### src/rtl/bit_stuffer.sv
// ----------------------------------------------------------------------------
// bit_stuffer
//   USB transmit bit-stuffing stage, sitting between the serializer and nrzi.
//   After every MAX_RUN consecutive 1s it inserts a 0 and stalls the serializer
//   for that cycle. It also keeps a saturating count of the bits inserted into
//   the current (or most recent) packet, which nrzi uses to extend its
//   packet-length limit.
//
// Ports
//   clk             in   1      system clock, rising edge
//   rst_b           in   1      asynchronous active-low reset
//   bstr_in         in   1      serial data bit from the serializer
//   bstr_in_ready   in   2      packet type: 00 none, 01 token, 10 data, 11 handshake
//   stall           out  1      combinational; serializer holds its inputs this cycle
//   bstr_out        out  1      stuffed serial bit to nrzi (registered)
//   bstr_out_ready  out  2      packet type for bstr_out, 00 when idle (registered)
//   stuffed_out     out  CNT_W  bits inserted into the current/last packet (registered)
// ----------------------------------------------------------------------------
module bit_stuffer #(
    parameter int unsigned MAX_RUN = 6,
    parameter int unsigned CNT_W   = 6
) (
    input  logic             clk,
    input  logic             rst_b,
    input  logic             bstr_in,
    input  logic [1:0]       bstr_in_ready,
    output logic             stall,
    output logic             bstr_out,
    output logic [1:0]       bstr_out_ready,
    output logic [CNT_W-1:0] stuffed_out
);

    localparam int unsigned     RUN_W   = $clog2(MAX_RUN + 1);
    localparam logic [RUN_W-1:0] RUN_MAX = RUN_W'(MAX_RUN);
    localparam logic [RUN_W-1:0] RUN_ONE = RUN_W'(1);
    localparam logic [CNT_W-1:0] CNT_SAT = '1;

    typedef enum logic [0:0] {
        StIdle,
        StPass
    } state_e;

    state_e           state_q;
    logic [RUN_W-1:0] run_q;    // consecutive 1s already emitted in this packet
    logic [1:0]       ptype_q;  // packet type latched on the first bit

    // Depends on registers only, so the serializer never sees a combinational
    // path back from its own outputs.
    assign stall = (state_q == StPass) && (run_q == RUN_MAX);

    always_ff @(posedge clk or negedge rst_b) begin
        if (!rst_b) begin
            state_q        <= StIdle;
            run_q          <= '0;
            ptype_q        <= 2'b00;
            bstr_out       <= 1'b0;
            bstr_out_ready <= 2'b00;
            stuffed_out    <= '0;
        end else begin
            case (state_q)
                StIdle: begin
                    bstr_out       <= 1'b0;
                    bstr_out_ready <= 2'b00;
                    run_q          <= '0;
                    if (bstr_in_ready != 2'b00) begin
                        ptype_q        <= bstr_in_ready;
                        bstr_out       <= bstr_in;
                        bstr_out_ready <= bstr_in_ready;
                        run_q          <= bstr_in ? RUN_ONE : '0;
                        stuffed_out    <= '0;
                        state_q        <= StPass;
                    end
                end
                StPass: begin
                    if (run_q == RUN_MAX) begin
                        // Stuffed 0 goes out even when the packet has already
                        // ended, so a trailing run of 1s is still terminated.
                        bstr_out       <= 1'b0;
                        bstr_out_ready <= ptype_q;
                        run_q          <= '0;
                        if (stuffed_out != CNT_SAT) begin
                            stuffed_out <= stuffed_out + 1'b1;
                        end
                    end else if (bstr_in_ready != 2'b00) begin
                        // Mid-packet tag changes are accepted as valid but ignored.
                        bstr_out       <= bstr_in;
                        bstr_out_ready <= ptype_q;
                        run_q          <= bstr_in ? run_q + 1'b1 : '0;
                    end else begin
                        // stuffed_out is left alone so nrzi sees the final count.
                        bstr_out       <= 1'b0;
                        bstr_out_ready <= 2'b00;
                        run_q          <= '0;
                        state_q        <= StIdle;
                    end
                end
                default: begin
                    state_q <= StIdle;
                end
            endcase
        end
    end

endmodule

### config.mk
export PLATFORM = sky130hd
export DESIGN_NAME = bit_stuffer
export DESIGN_NICKNAME = d
export VERILOG_FILES = /design/src/rtl/bit_stuffer.sv
export SDC_FILE = /design/constraint.sdc
export NUM_CORES = 1
export LEC_CHECK = 0
export BUFFER_PORTS_ARGS = -buffer_cell sky130_fd_sc_hd__clkbuf_2
export CAP_MARGIN = 20
export CORE_MARGIN = 2
export CORE_UTILIZATION = 49
export DETAILED_ROUTE_END_ITERATION = 16
export PLACE_DENSITY = 0.72
export SYNTH_ARGS = -nofsm -noshare
export SYNTH_HDL_FRONTEND = slang
export SYNTH_SLANG_ARGS = --single-unit
### constraint.sdc
create_clock -name clk -period 1.75 [get_ports clk]
set_input_delay 0.4375 -clock clk [delete_from_list [all_inputs] [get_ports clk]]
set_output_delay 0.4375 -clock clk [all_outputs]
set_load 0.02 [all_outputs]
# After elaboration in Yosys (flattened, before gate mapping)

Index checks and enable logic that the tools add are counted.
Widths: inputs -> output; s select.

Register bits after elaboration: 15
Output and inout bits: 10

Add/subtract/negate cells: 2
Eq/ne operators: 5
Muxes and demuxes: 20
Bitwise operators: 1
Reduce and logical (&&, ||, !) cells: 4

Operators by type and width:

| cell                | count |
|---|---|
| $mux 6              | 3 |
| $pmux 6 s2          | 1 |
| $mux 3              | 3 |
| $add 6x1->6 const B | 1 |
| $mux 1              | 6 |
| $mux 2              | 3 |
| $ne 6x6->1 const B  | 1 |
| $pmux 3 s2          | 1 |
| $ne 2x1->1 const B  | 2 |
| $pmux 1 s2          | 2 |
| $pmux 2 s2          | 1 |
| $add 3x1->3 const B | 1 |
| $eq 3x3->1 const B  | 1 |
| $reduce_and 3->1    | 1 |
| $ne 2x2->1 const B  | 1 |
| $reduce_and 2->1    | 1 |
| $reduce_bool 2->1   | 1 |
| $logic_and 1x1->1   | 1 |
| $not 1->1           | 1 |

# Longest topological paths before layout

Word-level depth: 5
Gate-level depth with buffers: 7
Gate-level depth less buffers: 6

# Least setup slack after synthesis

No wires, ideal clock.

Kind: flip-flop to output port
Start point: register run_q[0]
End point: output stall
Data arrival time: 1.065 ns
Data required time: 1.312 ns
Path slack: 0.247 ns
Cell stages (with the launch flop): 7
Path through: dfrtp_1 inv_1 ha_1 and2_1 buf_6 nand2_1 inv_1

Word-level cells in the longest chain between the ends: 2

Ends and longest elaborated chain:

| element                | RTL line | text |
|---|---|---|
| from (decl)            | 44       | `logic [RUN_W-1:0] run_q;` |
| from (signal assigned) | 69       | `run_q <= bstr_in ? RUN_ONE : '0;` |
| from (signal assigned) | 88       | `run_q <= bstr_in ? run_q + 1'b1 : '0;` |
| $eq 3x3->1             | 49       | `assign stall = (state_q == StPass) && (run_q == RUN_MAX);` |
| $logic_and 1x1->1      | 49       |  |
| to (decl)              | 27       | `output logic stall,` |

No other way between the ends.

# Worst setup path after layout

Same ends and word-level chain as after synthesis.

==> summary.txt <==
CP top delay family: flip-flops
Netlist Area Pre-Place: 764 um2
FF+latch count, synth: 15
Share of the synthesized area in the top cell type: 0.491
Critical Path Sink Type: output pin
RSZ-0062 raised after global routing: true
Root buf cell: clkbuf_4
CP required: 1.31 ns
Fin util: 0.631
CTS HTree Levels: 1
IO Pins: 15
Die extent in x: 43.5 um
Via/cell ratio: 5.23
Worst Hold Class: input port to asynchronous set/reset pin
Net total in the final layout: 112
Routed WL: 1410 um
Status: completed
Crit path buf inv count: 3
Cells after synthesis: 81
Final period util: 0.967
Hold buffers post-CTS: 0
Clock slew at reported path FFs: 0.10 ns
Worst-skew pair later-pin latency: 0.28 ns
Reg2reg path depth: 8
Placeable core area: 1490 um2
GPL Wtd Cong: 0.714
Tot GR Track Use: 0.166
Antenna viol nets, final: 0
Initial Util: 0.513
Full die area: 1890 um2
Rows: 14
Fin crit period: 1.69 ns
Synth warn: 0
DRC: 0
Synth async-reset ratio: 1.00
Place WS: 0.251 ns
Leak Pwr: 0.478 nW
Startpoint types: register
Vias in the first global route: 517
Synth top area cells: dfrtp_1, nand2_1, ha_1, nor3_1, a21oi_1
Synth cell types: 27
Max-slew headroom: 0.750
Cell accounting for the most synthesized area: dfrtp_1
Crit-path max cell delay: 0.39 ns
PortBufs: 14
Global route overflow: 0
Max FO, Critical Path: 2
Largest net degree at the start of global routing: 18
CTS tree: yes
FF-to-FF Start: run_q[0]
Die height: 43.5 um
Antenna violations before repair: 0
Final slew viol count: 0
RR Endpoint: stuffed_out[5]
PD cells: 705 nW/um2
Post-DP HPWL: 1030 um
Critical path class: register to output pin
Worst-Margin Slew: 0.374 ns
Ys flop type: dfrtp_1
CP Cell Sequence: inv_1 -> ha_2 -> and2_4 -> nand2_4 -> inv_2 -> buf_8
Worst ir drop on vdd: 0.383 mV
DR WL/cell: 11.9 um
Most numerous cell in the Yosys netlist: dfrtp_1
CTS max path bufs: 2
R2R setup slack: 0.18 ns
DR iter-0 viols: 7
Final WS setup: 0.0576 ns
Post-synth EDFFs: 0
Share of layout cells above drive strength 1: 0.311
Setup violators final: 0
Area delta synth->final: 22.9%
First-pass GRT wire length: 2360 um
Vias: 622
Diode count: 0
Commonest cells in the netlist: dfrtp_1, nand2_1, nor3_1
Sequential element share of the synthesized area: 0.491
Hold Violations, Final: 0
Syn Area/Cell: 9.44 um2
Crit-path slowest cell: dfrtp_1
Max Clock Skew: 0.00428 ns
Fillers: 127
CTS Sinks: 15
Achievable frequency: 591 MHz
CTS Buf Count: 3
Maxcap violations: 0
Syn_nets: 89
Worst Path Arrival: 1.25 ns
Drt pass-1 iters: 4
[sequential cells by signal, indices dropped and copies added (netlist names)]
| register | flops |
|---|---|
| run_q | 3 |
| state_q | 1 |
| stuffed_out | 6 |
| ptype_q | 2 |
| bstr_out_ready | 2 |
| bstr_out | 1 |
[worst register-to-register path: stages, from the launching register on]
cell     delay [ns]
dfrtp_1        0.39
inv_1          0.06
ha_2           0.17
and2_4         0.15
buf_4          0.10
buf_4          0.14
nand4_4        0.12
o21ba_1        0.19
nor3_1         0.17
[power breakdown]
part           leakage [nW]  switching (mW)  internal [mW]
combinational         0.271          0.0514         0.0330
clock                0.0139           0.116         0.0866
sequential            0.193         0.00912          0.366
total                 0.478           0.177          0.486
[cell type report]
class	instances	area, um2	share of cell area
Inverter	6	22.5	0.0240
Tap cell	16	20.0	0.0213
Clock inverter	1	7.51	0.00799
Multi-Input combinational cell	57	359	0.382
Sequential cell	15	375	0.399
Clock buffer	3	22.5	0.0240
Timing Repair Buffer	21	133	0.141
[metal layers]
metal | share of wire | routed length (um) | up-vias | track usage
li1 | - | - | 321 | -
met1 | 0.50 | 712 | 293 | 0.241
met2 | 0.48 | 673 | 8 | 0.257
met3 | 0.020 | 28 | 0 | 0.0375
met4 | 0 | 0 | 0 | 0.0364
met5 | 0 | 0 | - | 0
[kinds of logic (layout without fill, tap and decap cells)]
logic type,count (synthesis),in the layout,synth area share
simple gates,33,33,0.223
flops,15,15,0.491
mux,2,2,0.0262
compound gates,18,18,0.144
fa+ha+maj,3,3,0.0491
buf+inv,9,31,0.0556
xor+xnor,1,1,0.0115
[placed cells by master (no fill, tap or decap), types with 2 or more instances in the layout]
master / instances
a21oi_1: 6
and3_1: 2
buf_4: 7
clkbuf_2: 13
clkbuf_4: 3
dfrtp_1: 15
ha_1: 2
inv_1: 5
mux2i_1: 2
nand2_1: 12
nand2b_1: 2
nand3_1: 2
nor2_1: 3
nor2b_1: 2
nor3_1: 7
o21ai_0: 4
[worst max-delay path by stage]
stage,start,end,cells after the start
final,run_q[0],stall,6
after global routing,run_q[0],stall,6
after CTS,run_q[0],stall,6
after detailed placement,run_q[0],stall,6
after global placement,run_q[0],stall,6
after floorplan,run_q[0],stall,6
[per-stage QoR]
step	power, mW	TNS [ns]	cell area [um2]	hold slack (ns)	cells
2_1_floorplan	0.429	0	764	0.142	81
3_3_place_gp	0.460	0	857	0.373	111
3_5_place_dp	0.461	0	857	0.375	111
4_1_cts	0.669	0	923	0.0553	117
5_1_grt	0.699	-0.0290	940	0.0611	119
6_report	0.662	0	940	0.0488	119
[what timing repair did]
action                                  4_1_cts  5_1_grt
pin swaps                                     1        0
resized for setup                             7        1
endpoints found under the setup margin        1        1
buffers inserted                              2        2
Power figures use the tool's default switching activity.
